`config.mk`:
```
export PLATFORM = sky130hd
export DESIGN_NAME = dafx_gain_ramp_scheduler_flat
export DESIGN_NICKNAME = d
export VERILOG_FILES = /design/src/rtl/dafx_gain_ramp_scheduler_if.sv /design/src/rtl/dafx_gain_ramp_scheduler.sv /design/src/flat_wrapper.sv
export SDC_FILE = /design/constraint.sdc
export NUM_CORES = 1
export LEC_CHECK = 0
export CAP_MARGIN = 20
export CORE_MARGIN = 1.5
export CORE_UTILIZATION = 30
export CTS_CLUSTER_DIAMETER = 40
export DETAILED_ROUTE_END_ITERATION = 7
export GPL_TIMING_DRIVEN = 0
export HOLD_SLACK_MARGIN = 0.1
export PLACE_DENSITY_LB_ADDON = 0.1
export SETUP_SLACK_MARGIN = 0.3
export SYNTH_ARGS = -nofsm -noshare
export SYNTH_HDL_FRONTEND = slang
export SYNTH_SLANG_ARGS = --single-unit
export TNS_END_PERCENT = 100
```
`constraint.sdc`:
```
create_clock -name clk -period 23.2 [get_ports clk]
set_clock_uncertainty 0.15 [all_clocks]
set_input_delay 4.64 -clock clk [delete_from_list [all_inputs] [get_ports clk]]
set_output_delay 4.64 -clock clk [all_outputs]
set_load 0.005 [all_outputs]
```
`src/rtl/dafx_gain_ramp_scheduler_if.sv`:
```
// Control/status bundle between the DAFX register bank and the gain ramp scheduler.
// Optional member overrun_count exists only when DAFX_RAMP_OVERRUN_CNT_EN is defined.
interface dafx_gain_ramp_scheduler_if #(
  parameter int NR_OF_CHANNELS_P = 3,
  parameter int GAIN_WIDTH_P     = 24,
  parameter int STEP_WIDTH_P     = 16
);
  localparam int S  = NR_OF_CHANNELS_P + 1;
  localparam int CW = (S > 1) ? $clog2(S) : 1;

  // No valid/ready pairs here: cr_* are static register levels, sample_tick and
  // cr_clear_overrun are one-cycle strobes, every status output is registered.
  logic [S*GAIN_WIDTH_P-1:0] cr_target_gain;
  logic [STEP_WIDTH_P-1:0]   cr_ramp_step;
  logic                      cr_ramp_enable;
  logic                      sample_tick;
  logic                      cr_clear_overrun;
  logic [S*GAIN_WIDTH_P-1:0] mix_gain;
  logic                      ramp_busy;
  logic                      ramp_done_irq;
  logic                      tick_overrun;
`ifdef DAFX_RAMP_OVERRUN_CNT_EN
  logic [15:0]               overrun_count;
`endif
  logic                      dbg_state;
  logic [CW-1:0]             dbg_slot;

  modport master (
    output cr_target_gain, cr_ramp_step, cr_ramp_enable, sample_tick, cr_clear_overrun,
    input  mix_gain, ramp_busy, ramp_done_irq, tick_overrun,
`ifdef DAFX_RAMP_OVERRUN_CNT_EN
    input  overrun_count,
`endif
    input  dbg_state, dbg_slot
  );

  modport slave (
    input  cr_target_gain, cr_ramp_step, cr_ramp_enable, sample_tick, cr_clear_overrun,
    output mix_gain, ramp_busy, ramp_done_irq, tick_overrun,
`ifdef DAFX_RAMP_OVERRUN_CNT_EN
    output overrun_count,
`endif
    output dbg_state, dbg_slot
  );
endinterface

```
`src/rtl/dafx_gain_ramp_scheduler.sv`:
```
// Round-robin gain ramper: one slot per clock after each sample tick, stepping toward target.
// Optional macro DAFX_RAMP_OVERRUN_CNT_EN adds a saturating dropped-tick counter.
module dafx_gain_ramp_scheduler #(
  parameter int NR_OF_CHANNELS_P = 3,
  parameter int GAIN_WIDTH_P     = 24,
  parameter int STEP_WIDTH_P     = 16
) (
  input logic clk,
  input logic rst_n,
  dafx_gain_ramp_scheduler_if.slave bus
);
  localparam int S    = NR_OF_CHANNELS_P + 1;
  localparam int W    = GAIN_WIDTH_P;
  localparam int CW   = (S > 1) ? $clog2(S) : 1;
  localparam int CMPW = (STEP_WIDTH_P > W + 1) ? STEP_WIDTH_P : W + 1;

  typedef enum logic {ST_IDLE = 1'b0, ST_SWEEP = 1'b1} state_t;

  state_t              r_state;
  logic [CW-1:0]       r_ctr;
  logic [S-1:0][W-1:0] r_gain;
  logic                r_changed;
  logic                r_busy;
  logic                r_irq;
  logic                r_overrun;

  logic [S-1:0][W-1:0] w_tgt;
  logic                w_bypass;
  logic [W-1:0]        w_cur;
  logic [W-1:0]        w_next;
  logic                w_slot_chg;
  logic                w_last;
  logic                w_all_eq_after;
  logic                w_any_ne;
  logic                w_drop;

  // Difference is formed one bit wider than the gain so it can never wrap.
  function automatic logic [W-1:0] f_ramp(input logic [W-1:0] cur, input logic [W-1:0] tgt,
                                          input logic [STEP_WIDTH_P-1:0] step);
    logic            up;
    logic [CMPW-1:0] diff;
    logic [CMPW-1:0] stp;
    up   = (tgt >= cur);
    diff = CMPW'(up ? ({1'b0, tgt} - {1'b0, cur}) : ({1'b0, cur} - {1'b0, tgt}));
    stp  = CMPW'(step);
    if (diff <= stp)  return tgt;
    else if (up)      return cur + stp[W-1:0];
    else              return cur - stp[W-1:0];
  endfunction

  assign w_tgt      = bus.cr_target_gain;
  assign w_bypass   = !bus.cr_ramp_enable || (bus.cr_ramp_step == '0);
  assign w_cur      = r_gain[r_ctr];
  assign w_next     = f_ramp(w_cur, w_tgt[r_ctr], bus.cr_ramp_step);
  assign w_slot_chg = (w_next != w_cur);
  assign w_last     = (r_ctr == CW'(S - 1));
  assign w_drop     = bus.sample_tick && (r_state == ST_SWEEP);

  always_comb begin
    w_all_eq_after = 1'b1;
    w_any_ne       = 1'b0;
    for (int k = 0; k < S; k++) begin
      if (CW'(k) == r_ctr) w_all_eq_after = w_all_eq_after && (w_next == w_tgt[k]);
      else                 w_all_eq_after = w_all_eq_after && (r_gain[k] == w_tgt[k]);
      w_any_ne = w_any_ne || (r_gain[k] != w_tgt[k]);
    end
  end

  always_ff @(posedge clk or negedge rst_n) begin
    if (!rst_n) begin
      r_state   <= ST_IDLE;
      r_ctr     <= '0;
      r_gain    <= '0;
      r_changed <= 1'b0;
      r_busy    <= 1'b0;
      r_irq     <= 1'b0;
      r_overrun <= 1'b0;
    end else begin
      r_busy <= w_any_ne;
      r_irq  <= 1'b0;
      // Bypass follows targets on every clock, so the sweep itself must stay hands-off.
      if (w_bypass) r_gain <= w_tgt;
      case (r_state)
        ST_IDLE: begin
          if (bus.sample_tick) begin
            r_state   <= ST_SWEEP;
            r_ctr     <= '0;
            r_changed <= 1'b0;
          end
        end
        ST_SWEEP: begin
          if (!w_bypass) begin
            r_gain[r_ctr] <= w_next;
            if (w_slot_chg) r_changed <= 1'b1;
            if (w_last)     r_irq <= (r_changed || w_slot_chg) && w_all_eq_after;
          end
          if (w_last) begin
            r_state <= ST_IDLE;
            r_ctr   <= '0;
          end else begin
            r_ctr <= r_ctr + CW'(1);
          end
        end
        default: begin
          r_state <= ST_IDLE;
          r_ctr   <= '0;
        end
      endcase
      if (w_drop)                    r_overrun <= 1'b1;
      else if (bus.cr_clear_overrun) r_overrun <= 1'b0;
    end
  end

`ifdef DAFX_RAMP_OVERRUN_CNT_EN
  logic [15:0] r_ovr_cnt;
  always_ff @(posedge clk or negedge rst_n) begin
    if (!rst_n) begin
      r_ovr_cnt <= '0;
    end else if (w_drop) begin
      if (bus.cr_clear_overrun)     r_ovr_cnt <= 16'd1;
      else if (r_ovr_cnt != 16'hFFFF) r_ovr_cnt <= r_ovr_cnt + 16'd1;
    end else if (bus.cr_clear_overrun) begin
      r_ovr_cnt <= '0;
    end
  end
  assign bus.overrun_count = r_ovr_cnt;
`endif

  assign bus.mix_gain      = r_gain;
  assign bus.ramp_busy     = r_busy;
  assign bus.ramp_done_irq = r_irq;
  assign bus.tick_overrun  = r_overrun;
  assign bus.dbg_state     = (r_state == ST_SWEEP);
  assign bus.dbg_slot      = r_ctr;
endmodule

```
`src/flat_wrapper.sv`:
```
// flat-port wrapper written by rule: the top's interface ports become plain ports
module dafx_gain_ramp_scheduler_flat 
#(
  parameter int NR_OF_CHANNELS_P = 3,
  parameter int GAIN_WIDTH_P     = 24,
  parameter int STEP_WIDTH_P     = 16
)
  (clk, rst_n, bus_cr_target_gain, bus_cr_ramp_step, bus_cr_ramp_enable, bus_sample_tick, bus_cr_clear_overrun, bus_mix_gain, bus_ramp_busy, bus_ramp_done_irq, bus_tick_overrun, bus_dbg_state, bus_dbg_slot);
  dafx_gain_ramp_scheduler_if #(.NR_OF_CHANNELS_P(NR_OF_CHANNELS_P), .GAIN_WIDTH_P(GAIN_WIDTH_P), .STEP_WIDTH_P(STEP_WIDTH_P)) bus_i ();
  input logic clk;
  input logic rst_n;
  input wire logic [$bits(bus_i.cr_target_gain)-1:0] bus_cr_target_gain;
  input wire logic [$bits(bus_i.cr_ramp_step)-1:0] bus_cr_ramp_step;
  input wire logic [$bits(bus_i.cr_ramp_enable)-1:0] bus_cr_ramp_enable;
  input wire logic [$bits(bus_i.sample_tick)-1:0] bus_sample_tick;
  input wire logic [$bits(bus_i.cr_clear_overrun)-1:0] bus_cr_clear_overrun;
  output wire logic [$bits(bus_i.mix_gain)-1:0] bus_mix_gain;
  output wire logic [$bits(bus_i.ramp_busy)-1:0] bus_ramp_busy;
  output wire logic [$bits(bus_i.ramp_done_irq)-1:0] bus_ramp_done_irq;
  output wire logic [$bits(bus_i.tick_overrun)-1:0] bus_tick_overrun;
  output wire logic [$bits(bus_i.dbg_state)-1:0] bus_dbg_state;
  output wire logic [$bits(bus_i.dbg_slot)-1:0] bus_dbg_slot;
  assign bus_i.cr_target_gain = bus_cr_target_gain;
  assign bus_i.cr_ramp_step = bus_cr_ramp_step;
  assign bus_i.cr_ramp_enable = bus_cr_ramp_enable;
  assign bus_i.sample_tick = bus_sample_tick;
  assign bus_i.cr_clear_overrun = bus_cr_clear_overrun;
  assign bus_mix_gain = bus_i.mix_gain;
  assign bus_ramp_busy = bus_i.ramp_busy;
  assign bus_ramp_done_irq = bus_i.ramp_done_irq;
  assign bus_tick_overrun = bus_i.tick_overrun;
  assign bus_dbg_state = bus_i.dbg_state;
  assign bus_dbg_slot = bus_i.dbg_slot;
  dafx_gain_ramp_scheduler #(.NR_OF_CHANNELS_P(NR_OF_CHANNELS_P), .GAIN_WIDTH_P(GAIN_WIDTH_P), .STEP_WIDTH_P(STEP_WIDTH_P)) u_core (.clk(clk), .rst_n(rst_n), .bus(bus_i));
endmodule
```
==> impl_metrics.tcl, run 1 <==
set metrics [dict create \
    m1WireLength_um 40100 \
    vias_per_cell 6.24 \
    worst_pin_slew_ns 1.17 \
    dp_hpwl_um 83200 \
    antenna_found_initial 1 \
    clock_sinks 103 \
    dr_wl_met3_um 8450 \
    min_path_type "flop to flop" \
    clk_pin_slew_ns 0.08 \
    hold_viol 0 \
    slew-limit-headroom 0.198 \
    yosys_warnings 0 \
    route.detailed.drc 0 \
    outcome "finished clean" \
    track_usage 0.380 \
    start_util 0.305 \
    syn_nets 2271 \
    worstHoldStart "u_core.bus.tick_overrun" \
    diodes 0 \
    post-route-util 0.371 \
    startpoint_type "input port" \
    cts.repair.resized 0 \
    core_sq_mm 0.0503 \
    cts_root_buf "clkbuf_16" \
    globalRoute.totalOverflow 0 \
    synth_edf_count 0 \
    post_cts.repair.setup_buffers 0 \
    fin_crit_sh 0.683 \
    hold_buffers 0 \
    syn2layout_area_growth_pct 21.9 \
    portBuffers 205 \
    ys_seq_elements 103 \
    drtIter0Drc 2004 \
    final_antenna_net_count 0 \
    fin_hold_ws_ns 0.373 \
    cts_buffer_depth 2 \
    insertion_delay_ns 0.39 \
    cpPeakStageDelay_ns 0.82 \
    timing.critical_path.mode_cell "o21ai_0" \
    ys_async_sr_fraction 1.00 \
    crit_type "input port to flop" \
    slowest_stage "o21ai_0" \
    gp_congestion 1.04 \
    crit_required_ns 23.37 \
    chipWidth_um 229 \
    first_pass_iters 6 \
    yosys.cell_types.count 91 \
    htreeDepth 3 \
    cts_made_buffers 9 \
    tns_ns 0 \
    max-cap-violations 0 \
    setup_viol 0 \
    die_area_sq_mm 0.0524 \
    grt_pass1_vias 18200 \
    worstPathArrival_ns 16.01 \
    wl_per_cell_um 34.5 \
    cts_tree "built" \
    wirelength_um 102000 \
    syn_inst 2058 \
    std_cell_rows 82 \
    met2_length_um 46100 \
    timing.fmax_mhz 63.1 \
    synth_flop_cell "dfrtp_1" \
    ios 219 \
    cp-end-kind "flop" \
    nNetsFinal 2502 \
    highest_layer "met5" \
    crit_start "bus_cr_target_gain[5]" \
    grt_pass1_wl_um 141000 \
    syn-cell-area_sq_mm 0.0153 \
    r2r_start "u_core.bus.dbg_slot[1]" \
    grt_max_degree 79 \
    drive_above_1_share 0.0636 \
    syn_area_per_cell_sq_um 7.44 \
    fin_crit_ns 15.84 \
    rsz0062_at_grt "false" \
    yosysSeqAreaShare 0.168 \
    cp_max_fo 10 \
    die_h_um 229 \
    num_vias 18500 \
    drv_slew 0 \
]
## worst max-delay path: cells and delay by family
family	cells	cell delay, ns
XOR/XNOR	1	0.24
AO/OA/AOI/OAI	11	3.40
AND/OR/NAND/NOR	10	2.41
adder cells (fa/ha/maj)	2	0.74
buffers and inverters	10	4.54
## registers in the layout, summed over array words and instances (netlist names)
register / cells
u_core.bus.dbg_slot: 2
u_core.bus.dbg_state: 1
u_core.bus.mix_gain: 96
u_core.bus.ramp_busy: 1
u_core.bus.ramp_done_irq: 1
u_core.bus.tick_overrun: 1
u_core.r_changed: 1
## layer usage
layer | vias up | GRT usage
met1 | 9057 | 0.469
met2 | 1201 | 0.608
met5 | - | 0
met4 | 2 | 0.249
met3 | 297 | 0.0646
li1 | 7953 | -
## layout by cell type (no fill, tap or decap), drive strengths merged, types with 15 or more instances in the layout
cell type and count:
nor3 31, a21oi 215, clkdlybuf4s50 204, nand2 206
o21a 15, nor2 209, xnor2 135, a22oi 18
o31ai 20, dfrtp 103, clkbuf 93, a21o 17
a221oi 21, o21ai 184, o211ai 22, a211oi 35
nand3 38, xor2 91, mux4 41, buf 57
ha 93, o22ai 24, nand2b 16, mux2i 30
inv 124, nand4 38, nor4 24
## kinds of logic (layout without fill, tap and decap cells)
| group | after synthesis | in the layout | synth area share |
|---|---|---|---|
| compound gates | 678 | 678 | 0.278 |
| fa+ha+maj | 96 | 96 | 0.0799 |
| buf+inv | 247 | 483 | 0.0648 |
| mux | 83 | 83 | 0.0913 |
| xor+xnor | 226 | 226 | 0.129 |
| flops | 103 | 103 | 0.168 |
| simple gates | 625 | 625 | 0.188 |
## worst paths after layout
path	slack (ns)	end	depth (start not counted)
hold / removal	0.37	u_core.bus.tick_overrun	2
setup reg to reg	9.76	u_core.bus.ramp_done_irq	36
min in group asynchronous	3.96	u_core.bus.mix_gain[45]	1
hold reg to reg	0.37	u_core.bus.tick_overrun	2
setup / recovery	7.36	u_core.bus.ramp_done_irq	34
max in group asynchronous	18.16	u_core.bus.mix_gain[11]	2
## stage by stage
| stage | instance area [sq um] | worst slack [ns] | cells |
|---|---|---|---|
| after floorplan | 15300 | 11.42 | 2058 |
| after global placement | 18200 | 6.58 | 2935 |
| after detailed placement | 18300 | 7.48 | 2948 |
| after CTS | 18600 | 7.85 | 2964 |
| after global routing | 18700 | 7.15 | 2966 |
| final | 18700 | 7.36 | 2966 |
## Yosys cell counts, types with 6 or more instances
cell type | n | area (sq um)
nand2b_1 | 16 | 100
clkbuf_1 | 82 | 308
mux2i_1 | 26 | 260
or4_1 | 7 | 52.6
xnor2_1 | 135 | 1180
o221ai_1 | 8 | 70.1
o31ai_1 | 18 | 135
o21ai_0 | 178 | 891
o22ai_1 | 24 | 150
nand3_1 | 38 | 190
xor2_1 | 91 | 797
inv_1 | 122 | 458
a211oi_1 | 35 | 263
nand2_1 | 203 | 762
dfrtp_1 | 103 | 2580
buf_4 | 6 | 45.0
nor3_1 | 31 | 155
a31oi_1 | 11 | 68.8
nor2b_1 | 10 | 62.6
ha_1 | 93 | 1160
buf_1 | 18 | 67.6
and3_1 | 12 | 75.1
nor4_1 | 24 | 150
nand4_1 | 35 | 219
a211o_1 | 9 | 78.8
a222oi_1 | 6 | 60.1
o21bai_1 | 11 | 82.6
a221oi_1 | 20 | 175
a22oi_1 | 18 | 135
o211ai_1 | 21 | 158
mux2_2 | 10 | 113
or3_1 | 8 | 50.1
nor2_1 | 207 | 777
buf_2 | 16 | 80.1
o21a_1 | 14 | 105
a21oi_1 | 213 | 1070
o21ai_1 | 6 | 30.0
a21o_1 | 17 | 128
a2111oi_0 | 6 | 52.6
mux4_2 | 41 | 923
## area by class of cell
| class | count | area, sq um |
|---|---|---|
| plain buffers | 125 | 534 |
| clock buffers | 10 | 229 |
| clock inverters | 6 | 77.6 |
| fillers | 5413 | 31600 |
| inverters | 122 | 458 |
| multi-input cells | 1708 | 11800 |
| flip-flops and latches | 103 | 2580 |
| well taps | 672 | 841 |
| repair buffers | 220 | 2190 |
Power of run 1 is not shown: default switching activity piles up to over one toggle a cycle in this logic, so the estimate is an artifact.
==> inputs of run 2 (changes only) <==
clock period = 14.8 ns   (was 23.2 ns; I/O delays follow)
==> results of run 2 <==
The final DEF is identical to that of run 1. Status: finished clean.
Main changes from that run: setup slack after placement 7.48 ns -> 0.755 ns; setup slack after layout 7.36 ns -> 0.644 ns; register-to-register setup slack 9.76 ns -> 1.36 ns
Power of run 2 is left out for the same reason.
